### src/rtl/pi_loop_filter_gs.sv
// pi_loop_filter_gs: gear-shifted PI loop filter with deadband, rounding shifts,
// integrator anti-windup and a windowed mean-|e| lock detector (ACQ/TRACK).
module pi_loop_filter_gs #(
    parameter int WERR          = 18,
    parameter int ACC_WIDTH     = 24,
    parameter int DB_THRESH     = 128,
    parameter int LOCK_WIN      = 64,
    parameter int LOCK_THRESH   = 200,
    parameter int UNLOCK_THRESH = 400,
    parameter int LOCK_CNT      = 2
) (
    input  logic                   clk,
    input  logic                   reset_n,
    input  logic signed [WERR-1:0] e_in_i,
    input  logic                   e_valid_i,
    input  logic [4:0]             kp_acq_i,
    input  logic [4:0]             ki_acq_i,
    input  logic [4:0]             kp_trk_i,
    input  logic [4:0]             ki_trk_i,
    input  logic                   freeze_i,
    input  logic                   int_clr_i,
    output logic signed [WERR-1:0] ctrl_o,
    output logic                   ctrl_val_o,
    output logic                   locked_o,
    output logic                   sat_o
);
    localparam int LW = LOCK_WIN > 1 ? $clog2(LOCK_WIN) : 1;
    localparam int SW = WERR + LW;
    localparam int GW = $clog2(LOCK_CNT + 1);
    localparam int AW = ACC_WIDTH + 2;
    localparam logic signed [AW-1:0] AMAX = {3'b000, {(ACC_WIDTH-1){1'b1}}};
    localparam logic signed [AW-1:0] CMAX = {{(AW-WERR+1){1'b0}}, {(WERR-1){1'b1}}};
    localparam logic [SW-1:0] LOCK_SUM = SW'(LOCK_THRESH * LOCK_WIN);
    localparam logic [SW-1:0] UNLOCK_SUM = SW'(UNLOCK_THRESH * LOCK_WIN);

    typedef enum logic {ACQ, TRACK} state_t;

    state_t state, state_nx;
    logic [GW-1:0] good, good_nx;
    logic [SW-1:0] win_sum, win_sum_nx, full;
    logic [LW-1:0] win_cnt, win_cnt_nx;
    logic last, hold, trk;
    logic signed [ACC_WIDTH-1:0] acc, acc_nx;
    logic signed [WERR:0] e_x, e_db, p, i;
    logic [WERR:0] mag;
    logic [WERR-1:0] mag_l;
    logic signed [AW-1:0] acc_raw, acc_c, sum_c, sum_o, sum, clip;

    function automatic logic signed [WERR:0] rnd(input logic signed [WERR:0] e, input logic [4:0] k);
        logic [4:0] kk;
        logic [WERR:0] m, r;
        kk = (int'(k) >= WERR) ? 5'(WERR - 1) : k;
        m = e[WERR] ? -e : e;
        r = (m + ((WERR+1)'(1) << (kk - 5'd1))) >> kk;
        return (kk == 5'd0) ? e : (e[WERR] ? -$signed(r) : $signed(r));
    endfunction

    always_comb begin
        e_x = (WERR+1)'(e_in_i);
        mag = e_x[WERR] ? -e_x : e_x;
        mag_l = mag[WERR-1] ? {1'b0, {(WERR-1){1'b1}}} : mag[WERR-1:0];
        e_db = (mag < (WERR+1)'(DB_THRESH)) ? '0 : e_x;
        trk = state == TRACK;
        p = freeze_i ? '0 : rnd(e_db, trk ? kp_trk_i : kp_acq_i);
        i = rnd(e_db, trk ? ki_trk_i : ki_acq_i);
        acc_raw = AW'(acc) + AW'(i);
        acc_c = acc_raw > AMAX ? AMAX : acc_raw < -AMAX ? -AMAX : acc_raw;
        sum_c = AW'(p) + acc_c;
        sum_o = AW'(p) + AW'(acc);
        // anti-windup: integrating further in the direction of saturation is refused
        hold = !int_clr_i && !freeze_i && (sum_c > CMAX || sum_c < -CMAX) && i != '0 && i[WERR] == sum_c[AW-1];
        sum = int_clr_i ? AW'(p) : (freeze_i || hold) ? sum_o : sum_c;
        clip = sum > CMAX ? CMAX : sum < -CMAX ? -CMAX : sum;
        acc_nx = int_clr_i ? '0 : (e_valid_i && !freeze_i && !hold) ? acc_c[ACC_WIDTH-1:0] : acc;
    end

    always_comb begin
        state_nx = state;
        good_nx = good;
        win_sum_nx = win_sum;
        win_cnt_nx = win_cnt;
        full = win_sum + SW'(mag_l);
        last = win_cnt == LW'(LOCK_WIN - 1);
        if (e_valid_i && !freeze_i) begin
            win_sum_nx = last ? '0 : full;
            win_cnt_nx = last ? '0 : win_cnt + 1'b1;
            if (last && state == ACQ) begin
                good_nx = (full < LOCK_SUM) ? good + 1'b1 : '0;
                if (good_nx == GW'(LOCK_CNT)) begin
                    state_nx = TRACK;
                    good_nx = '0;
                end
            end else if (last && full > UNLOCK_SUM) begin
                state_nx = ACQ;
            end
        end
    end

    always_ff @(posedge clk) begin
        if (!reset_n) begin
            state <= ACQ;
            good <= '0;
            win_sum <= '0;
            win_cnt <= '0;
            acc <= '0;
            ctrl_o <= '0;
            ctrl_val_o <= 1'b0;
            sat_o <= 1'b0;
            locked_o <= 1'b0;
        end else begin
            state <= state_nx;
            good <= good_nx;
            win_sum <= win_sum_nx;
            win_cnt <= win_cnt_nx;
            acc <= acc_nx;
            locked_o <= state_nx == TRACK;
            ctrl_val_o <= e_valid_i;
            if (e_valid_i) begin
                ctrl_o <= clip[WERR-1:0];
                sat_o <= hold || clip != sum;
            end
        end
    end
endmodule
### config.mk
export PLATFORM = sky130hd
export DESIGN_NAME = pi_loop_filter_gs
export DESIGN_NICKNAME = d
export VERILOG_FILES = /design/src/rtl/pi_loop_filter_gs.sv
export SDC_FILE = /design/constraint.sdc
export NUM_CORES = 1
export LEC_CHECK = 0
export ABC_AREA = 1
export BUFFER_PORTS_ARGS = -buffer_cell sky130_fd_sc_hd__buf_2
export CAP_MARGIN = 10
export CORE_MARGIN = 1
export CORE_UTILIZATION = 60
export DETAILED_ROUTE_END_ITERATION = 16
export PLACE_DENSITY = 0.85
export SYNTH_ARGS = -nofsm -noshare
export SYNTH_HDL_FRONTEND = slang
export SYNTH_SLANG_ARGS = --single-unit
export TNS_END_PERCENT = 1
### constraint.sdc
create_clock -name clk -period 31.5 [get_ports clk]
set_clock_uncertainty 0.05 [all_clocks]
set_input_delay 4.725 -clock clk [delete_from_list [all_inputs] [get_ports clk]]
set_output_delay 4.725 -clock clk [all_outputs]
set_load 0.02 [all_outputs]
==> flow_metrics.tcl, run 1 <==
set metrics [dict create \
    status "finished clean" \
    power_uw 578.3 \
    ant_nets 0 \
    numPlacedInstances 2745 \
    endpoint_kind "flip-flop" \
    die-area_sq_um 24190 \
    drive_above_1_share 0.08783 \
    setup_tns_ns 0 \
    slew_headroom 0.2654 \
    crit_fanout 50 \
    syn_to_final_growth_pct 5.209 \
    final_area_sq_um 14880 \
    yosys-mux-area-fraction 0.007076 \
    setup_viol 0 \
    rows 55 \
    post-dp-hpwl_mm 36.02 \
    grt_usage 0.3637 \
    worstHoldStart "good[1]" \
    arrival_ns 21.98 \
    avgSynthCellArea_sq_um 5.805 \
    synth_edf_count 0 \
    synth-seq-area-share 0.1090 \
    synthAdderAreaFrac 0.1244 \
    drc 0 \
    io_pins 64 \
    min_period_over_period 0.6910 \
    slew_violations 0 \
    cts_setup_buffers 0 \
    vias 16110 \
    cp_common_cell "nand2_1" \
    syn_area_sq_um 14150 \
    slowest_delay_ns 0.61 \
    die_h_um 155.5 \
    power.density_nw_per_um2 38.86 \
    synth_compound_area_frac 0.1869 \
    yosysUniqueCellTypes 62 \
    grt_pass1_wl_mm 71.01 \
    synthCells 2437 \
    critical_path_class "primary input to flip-flop" \
    finalNetCount 2623 \
    yosys.area_share.simple 0.3915 \
    antenna_found_initial 0 \
    grt_max_degree 51 \
    ys_async_sr_fraction 0 \
    startpoint_type "primary input" \
    wl_mm 44.20 \
    viasPerCell 5.835 \
    grt_pass1_vias 14630 \
    ir_worst_vdd_v 0.00002640 \
    r2r_setup_slack_ns 14.39 \
    drv_cap 0 \
    wl_per_cell_um 16.01 \
    r2r-start "state" \
    clockBufferDepth 2 \
    port_buffers 63 \
    yosysWarnings 0 \
    cpLargestDelayFamily "compound AO/OA/AOI/OAI gates" \
    clk_pin_slew_ns 0.07 \
    crit_buf_inv 9 \
    synth_top_family_by_area "simple AND/OR/NAND/NOR gates" \
    rsz0062_at_grt "no" \
    regToRegEndpoint "ctrl_o[14]" \
    cts_hold_buf 0 \
    fin_cells 2761 \
    synth_flop_cell "dfxtp_1" \
    min_period_ns 21.77 \
    worstMarginPinSlew_ns 1.090 \
    die_w_um 155.5 \
    clock.fmax_ghz 0.04595 \
    cts.sinks 77 \
    synth_xor_area_frac 0.07554 \
    htreeDepth 3 \
    n_antenna_cell 0 \
    worstRegToRegCells 100 \
    cp_data_required_time_ns 31.71 \
    power.leakage_nw 7.854 \
    finalHoldViolCount 0 \
    initial_core_util 0.6192 \
    gr-total-overflow 0 \
    hold_depth 2 \
    fp.coreArea_sq_um 22850 \
    drt_pre_antenna_iters 6 \
    cts_root_buffer "clkbuf_16" \
    clk_latency_ns 0.34 \
    cts_tree "built" \
    post_cts_resized 0 \
    cp_slowest_cell "o31ai_1" \
    dpl-instance-area_sq_um 14570 \
    yosys_register_bits 77 \
    drt-initial-drc-count 1374 \
    cts-buffers-inserted 9 \
    hold_class "flip-flop to flip-flop" \
    holdPathEnd "good[1]" \
    routabilityCongestion 1.038 \
]
worst register-to-register path: cells and delay by family, from the launching register on:
family	cells	cell delay [ns]
simple gates	47	5.30
xor+xnor	1	0.28
flops	1	0.32
fa+ha+maj	7	2.29
compound gates	33	6.29
buf+inv	12	2.47
placed cells by master, fill, tap and decap left out, types with 11 or more instances in the layout:
cell type and n:
nor2_1 187, o21bai_1 19, nor3_1 26, o21ai_0 152, inv_1 263, nand3_1 235
buf_4 11, xnor2_1 35, nand2_2 21, a31oi_1 11, nand2_1 651, o21ai_1 23
buf_2 63, nand3_2 18, dfxtp_1 77, nor2_2 11, ha_1 131, inv_2 22
nand3b_1 11, or2_2 12, a21oi_1 203, xor2_1 87, nand4_1 29
synthesized netlist by cell type (12+ instances only):
| master | n | share of area |
|---|---|---|
| a31oi_1 | 12 | 0.0053 |
| nand3_2 | 18 | 0.013 |
| o21ai_1 | 23 | 0.0081 |
| a21oi_1 | 203 | 0.072 |
| xor2_1 | 87 | 0.054 |
| nor2_1 | 187 | 0.050 |
| ha_1 | 131 | 0.12 |
| o21ai_0 | 152 | 0.054 |
| nand3_1 | 235 | 0.083 |
| clkbuf_1 | 43 | 0.011 |
| o21bai_1 | 19 | 0.010 |
| dfxtp_1 | 77 | 0.11 |
| nand2_1 | 651 | 0.17 |
| nand4_1 | 29 | 0.013 |
| inv_1 | 263 | 0.070 |
| buf_2 | 18 | 0.0064 |
| xnor2_1 | 35 | 0.022 |
| inv_2 | 22 | 0.0058 |
| nor3_1 | 26 | 0.0092 |
| or2_2 | 12 | 0.0053 |
| nand2_2 | 21 | 0.0093 |
kinds of logic after synthesis:
| logic type | Yosys count |
|---|---|
| XOR/XNOR | 122 |
| flip-flops | 77 |
| AND/OR/NAND/NOR | 1242 |
| multiplexers | 10 |
| other | 1 |
| AO/OA/AOI/OAI | 473 |
| buffers and inverters | 375 |
| adder cells (fa/ha/maj) | 137 |
cell type report:
cell class / instances / area (sq um)
fill: 2221 / 7964
sequential: 77 / 1541
clock buffer: 9 / 225.2
tap: 313 / 391.6
timing repair buffer: 74 / 397.9
multi-input combinational: 1986 / 11120
inverter: 295 / 1112
clock inverter: 7 / 91.34
through the flow:
| step | setup WS (ns) | hold WS, ns | util |
|---|---|---|---|
| 2_1_floorplan | 13.14 | 0.3585 | - |
| 3_3_place_gp | 10.42 | 0.3725 | 0.6376 |
| 3_5_place_dp | 9.760 | 0.3837 | 0.6376 |
| 4_1_cts | 10.07 | 0.3945 | 0.6514 |
| 5_1_grt | 7.971 | 0.4168 | 0.6514 |
| 6_report | 9.735 | 0.3999 | 0.6514 |
routing by layer:
layer,up-vias,global-route usage,wire length (um),share of wire
met2,631,0.6143,19860,0.45
met3,143,0.05500,3267,0.074
met5,-,0,0,0
met1,7255,0.4379,18410,0.42
li1,8082,-,-,-
met4,0,0.2124,2667,0.060
worst max path at each step:
| stage | startpoint | to | cells past startpoint |
|---|---|---|---|
| detailed placement | e_in_i[6] | ctrl_o[14] | 103 |
| global placement | e_in_i[6] | ctrl_o[1] | 103 |
| floorplan | e_in_i[1] | ctrl_o[10] | 108 |
| CTS | e_in_i[6] | ctrl_o[14] | 103 |
| finish | e_in_i[6] | ctrl_o[14] | 104 |
| global route | e_in_i[8] | ctrl_o[13] | 104 |
state kept, by name, summed over array words and instances (netlist names):
| register | flops |
|---|---|
| acc | 24 |
| ctrl_o | 18 |
| ctrl_val_o | 1 |
| good | 2 |
| sat_o | 1 |
| state | 1 |
| win_cnt | 6 |
| win_sum | 24 |
where the power goes:
| group | leakage [nW] | internal [mW] | switching (mW) |
|---|---|---|---|
| logic | 7.07 | 0.121 | 0.239 |
| clock network | 0.151 | 0.0634 | 0.0470 |
| registers | 0.629 | 0.104 | 0.00421 |
| total | 7.85 | 0.288 | 0.290 |
Note: power is estimated with default switching activity, not from simulation.
==> inputs of run 2 (changes only) <==
--- a/config.mk
+++ b/config.mk
@@ -9,9 +9,9 @@
 export BUFFER_PORTS_ARGS = -buffer_cell sky130_fd_sc_hd__buf_2
 export CAP_MARGIN = 10
 export CORE_MARGIN = 1
-export CORE_UTILIZATION = 60
+export CORE_UTILIZATION = 59
 export DETAILED_ROUTE_END_ITERATION = 16
-export PLACE_DENSITY = 0.85
+export PLACE_DENSITY = 0.87
 export SYNTH_ARGS = -nofsm -noshare
 export SYNTH_HDL_FRONTEND = slang
 export SYNTH_SLANG_ARGS = --single-unit
==> constraint.sdc (replaced) <==
create_clock -name clk -period 19.65 [get_ports clk]
set_clock_uncertainty 0.05 [all_clocks]
set_input_delay 2.9475 -clock clk [delete_from_list [all_inputs] [get_ports clk]]
set_output_delay 2.9475 -clock clk [all_outputs]
set_load 0.02 [all_outputs]
==> run 2 against run 1 <==
Effect of this change:
- non-clock buffer count up 7
- combinational power is 62% higher
- routed wire length about the same
- sequential power grew 60%
- via count rose by 0.91%
- die area increased by 1.7%
- cell count rose by 0.51%
- sequential share of layout area fell by 0.084 points
- largest cell class unchanged
==> flow_metrics.tcl, run 2 (synthesized netlist as in run 1, its figures left out) <==
set metrics [dict create \
    holdPathEnd "good[1]" \
    wl_per_cell_um 15.92 \
    slew_headroom 0.4083 \
    drive_above_1_share 0.09324 \
    drc 0 \
    clock.fmax_ghz 0.05484 \
    top_regs "acc: 24 flops, win_sum: 24 flops, ctrl_o: 18 flops" \
    regToRegEndpoint "ctrl_o[6]" \
    clk_pin_slew_ns 0.08 \
    setup_tns_ns 0 \
    status "finished clean" \
    die_w_um 156.8 \
    hold_depth 2 \
    grt_pass1_vias 14710 \
    worst-path-stages 107 \
    clockBufferDepth 2 \
    gr-total-overflow 0 \
    routabilityCongestion 1.013 \
    initial_core_util 0.6027 \
    cts-buffers-inserted 9 \
    fp.coreArea_sq_um 23470 \
    n_antenna_cell 0 \
    htreeDepth 3 \
    hold_slack_ns 0.3960 \
    dpl-instance-area_sq_um 14620 \
    min_period_ns 18.24 \
    rows 56 \
    cts.sinks 77 \
    antenna_found_initial 0 \
    post-dp-hpwl_mm 35.56 \
    ant_nets 0 \
    finalHoldViolCount 0 \
    worstMarginPinSlew_ns 0.8783 \
    cpLargestDelayFamily "simple AND/OR/NAND/NOR gates" \
    grt_pass1_wl_mm 71.03 \
    viasPerCell 5.858 \
    die_h_um 156.8 \
    r2r-start "state" \
    startpoint_type "primary input" \
    drt-initial-drc-count 1628 \
    grt_max_degree 50 \
    io_pins 64 \
    cp_data_required_time_ns 19.88 \
    cts_tree "built" \
    ir_worst_vdd_v 0.00005184 \
    clk_latency_ns 0.35 \
    grt_usage 0.3584 \
    power.density_nw_per_um2 62.23 \
    final_area_sq_um 15000 \
    finalNetCount 2631 \
    slowest_delay_ns 0.42 \
    worstRegToRegCells 107 \
    die-area_sq_um 24600 \
    port_buffers 63 \
    hold_class "flip-flop to flip-flop" \
    final_cell_mix "nand2_1 (651), inv_1 (263), nand3_1 (235)" \
    cp_common_cell "nand2_1" \
    critical_path_class "primary input to flip-flop" \
    crit_fanout 26 \
    wl_mm 44.19 \
    crit_buf_inv 10 \
    vias 16260 \
    cp_slowest_cell "fa_1" \
    drv_cap 0 \
    final_common_cell "nand2_1" \
    cts_root_buffer "clkbuf_16" \
    endpoint_kind "flip-flop" \
    r2r_setup_slack_ns 3.51 \
    worstHoldStart "good[1]" \
    syn_to_final_growth_pct 6.068 \
    slew_violations 0 \
    setup_viol 0 \
    drt_pre_antenna_iters 6 \
    power.leakage_nw 7.919 \
    min_period_over_period 0.9280 \
    arrival_ns 18.46 \
    rsz0062_at_grt "no" \
]
## run 2: through the flow
step	utilization	instances	power, mW	setup WS [ns]
2_1_floorplan	-	2438	0.6170	3.067
3_3_place_gp	0.6228	2757	0.7260	0.9182
3_5_place_dp	0.6228	2757	0.7375	0.3019
4_1_cts	0.6362	2773	0.9176	0.5706
5_1_grt	0.6392	2775	1.010	0.005143
6_report	0.6392	2775	0.9337	1.414
## run 2: layer usage
metal	wire length (um)	GRT usage	share of wire	vias to the layer above
met5	0	0	0	-
met1	18580	0.4486	0.42	7262
li1	-	-	-	8099
met4	2493	0.2059	0.056	0
met3	3156	0.03932	0.071	155
met2	19960	0.5943	0.45	741
## run 2: area by class of cell
cell class | count | area, sq um
multi-input cells | 1987 | 11180
clock inverters | 7 | 90.09
well taps | 319 | 399.1
repair buffers | 81 | 452.9
clock buffers | 9 | 225.2
flip-flops and latches | 77 | 1541
inverters | 295 | 1115
fillers | 2175 | 8468
## run 2: worst max-delay path by stage
| stage | from | to | slack [ns] |
|---|---|---|---|
| 2_1_floorplan | e_in_i[1] | ctrl_o[10] | 3.07 |
| 3_3_place_gp | e_in_i[6] | ctrl_o[2] | 0.92 |
| 3_5_place_dp | e_in_i[6] | ctrl_o[2] | 0.30 |
| 4_1_cts | e_in_i[6] | ctrl_o[6] | 0.57 |
| 5_1_grt | e_in_i[6] | ctrl_o[6] | 0.005 |
| 6_report | e_in_i[6] | ctrl_o[6] | 1.41 |
## run 2: timing repair
item	in CTS	in global routing
hold buffers	0	0
setup endpoints to repair	0	43
buffers inserted	0	1
gates resized for setup	0	17
## run 2: worst register-to-register path, delay by kind of cell (launching register included)
| family | cells | cell delay (ns) |
|---|---|---|
| compound gates | 30 | 4.85 |
| xor+xnor | 3 | 0.71 |
| fa+ha+maj | 8 | 2.58 |
| buf+inv | 15 | 2.25 |
| flops | 1 | 0.33 |
| simple gates | 51 | 5.23 |
## run 2: power by group
group	leakage (nW)	internal, mW	switching [mW]
Sequential	0.629	0.166	0.00670
Clock	0.156	0.102	0.0759
Combinational	7.13	0.197	0.386
==> inputs of run 3 (changes only) <==
--- a/config.mk
+++ b/config.mk
@@ -9,9 +9,9 @@
 export BUFFER_PORTS_ARGS = -buffer_cell sky130_fd_sc_hd__buf_2
 export CAP_MARGIN = 10
 export CORE_MARGIN = 1
-export CORE_UTILIZATION = 59
+export CORE_UTILIZATION = 25
 export DETAILED_ROUTE_END_ITERATION = 16
-export PLACE_DENSITY = 0.87
+export PLACE_DENSITY = 0.48
 export SYNTH_ARGS = -nofsm -noshare
 export SYNTH_HDL_FRONTEND = slang
 export SYNTH_SLANG_ARGS = --single-unit
==> run 3 against run 2 <==
Effect of this change:
- non-clock buffer count rose by 1
- sequential power barely moved
- global-route usage fell by 19 points
- total power fell by 1.0%
- count of clock-buffer cells in the layout rose by 3
- routed wire length rose by 13%
- first-iteration DRC count fell by 24%
- critical path depth did not move
- maximum frequency rose by 0.96%
- via count fell by 3.3%
- flip-flop and latch count did not move
- sequential share of layout area fell by 0.34 points
- critical path type unchanged
==> flow_metrics.tcl, run 3 (synthesized netlist as in run 1, its figures left out) <==
set metrics [dict create \
    wl_met1_mm 24.81 \
    fillers 6384 \
    power.density_nw_per_um2 59.59 \
    drt_pre_antenna_iters 6 \
    rsz0062_at_grt "no" \
    slowest_delay_ns 0.41 \
    final_common_cell "nand2_1" \
    setup_viol 0 \
    power_uw 924.2 \
    rows 86 \
    top_layer_used "met4" \
    drt-initial-drc-count 1233 \
    post-dp-hpwl_mm 41.22 \
    status "finished clean" \
    top_regs "acc: 24 flops, win_sum: 24 flops, ctrl_o: 18 flops" \
    cts.sinks 77 \
    fin_cells 3205 \
    ant_nets 0 \
    cts_tree "built" \
    cts_setup_buffers 0 \
    slew_violations 0 \
    port_buffers 63 \
    clk_latency_ns 0.36 \
    drv_cap 0 \
    min_period_over_period 0.9192 \
    die-area_sq_um 57540 \
    finalNetCount 2631 \
    cp_data_required_time_ns 19.85 \
    final_core_util 0.2794 \
    viasPerCell 4.903 \
    power.leakage_nw 7.884 \
    wl_per_cell_um 15.52 \
    grt_usage 0.1730 \
    cts_root_buffer "clkbuf_16" \
    final_cell_mix "nand2_1 (651), inv_1 (262), nand3_1 (235)" \
    finalHoldViolCount 0 \
    clk_pin_slew_ns 0.06 \
    setup_tns_ns 0 \
    drc 0 \
    wl_mm 49.76 \
    routabilityCongestion 0.8957 \
    antenna_found_initial 1 \
    hold_class "flip-flop to flip-flop" \
    crit_fanout 26 \
    grt_pass1_wl_mm 79.31 \
    grt_max_degree 49 \
    io_pins 64 \
    post-place-ws_ns 0.02401 \
    endpoint_kind "flip-flop" \
    syn_to_final_growth_pct 9.650 \
    initial_core_util 0.2548 \
    finalWorstSetupSlack_ns 1.587 \
    cp_slowest_cell "fa_1" \
    critical_path_class "primary input to flip-flop" \
    numPlacedInstances 3188 \
    clock.fmax_ghz 0.05536 \
    min_period_ns 18.06 \
    drive_above_1_share 0.09365 \
    die_h_um 239.9 \
    wl_met3_mm 2.182 \
    worstMarginPinSlew_ns 1.080 \
    arrival_ns 18.26 \
    multi_input_area_sq_um 11180 \
    cp_common_cell "nand2_1" \
    die_w_um 239.9 \
    gr-total-overflow 0 \
    grt_pass1_vias 14840 \
    vias 15720 \
    clockBufferDepth 2 \
    ir_worst_vdd_v 0.00003170 \
    htreeDepth 3 \
    met2_length_mm 22.03 \
    fp.coreArea_sq_um 55520 \
    slew_headroom 0.2801 \
    seq_area_sq_um 1541 \
    startpoint_type "primary input" \
    cts-buffers-inserted 9 \
]
==> run 3: per-stage QoR <==
step                hold WS [ns]  instance area, sq um
global placement          0.3696                 15170
floorplan                 0.3585                 14150
detailed placement        0.3818                 15170
CTS                       0.3910                 15450
finish                    0.3898                 15510
global route              0.4255                 15510
==> run 3: power breakdown <==
part	total, mW	internal [mW]	switching, mW
sequential	0.173	0.166	0.00708
clock	0.161	0.0918	0.0689
combinational	0.590	0.198	0.392
==> run 3: metal layers <==
metal | up-vias | GRT usage
met5 | - | 0
met4 | 0 | 0.04497
met3 | 32 | 0.01148
met1 | 7223 | 0.2460
met2 | 352 | 0.2805
li1 | 8108 | -
==> run 3: worst paths after layout <==
| path | start | end | slack (ns) | depth (start not counted) |
|---|---|---|---|---|
| worst max-delay path | e_in_i[8] | ctrl_o[7] | 1.59 | 107 |
| worst min-delay path | good[1] | good[1] | 0.39 | 2 |
| worst max register to register | state | ctrl_o[7] | 3.28 | 104 |
| worst min register to register | good[1] | good[1] | 0.39 | 2 |
==> run 3: repair_timing <==
item                       CTS  global route
hold buffers                 0             0
setup endpoints to repair    0            43
gates resized for setup      0            17
==> run 3: final cells by class <==
class,count,area share
Tap cell,748,0.06034
Multi-Input combinational cell,1986,0.7207
Clock buffer,12,0.01654
Clock inverter,4,0.001452
Sequential cell,77,0.09938
Timing Repair Buffer,82,0.02952
Inverter,295,0.07195
Antenna cell,1,0.0001613
==> run 3: worst max-delay path, delay by kind of cell <==
kind / cells / cell delay, ns
compound gates: 33 / 5.21
xor+xnor: 3 / 0.72
fa+ha+maj: 8 / 2.61
buf+inv: 9 / 1.27
simple gates: 54 / 5.47
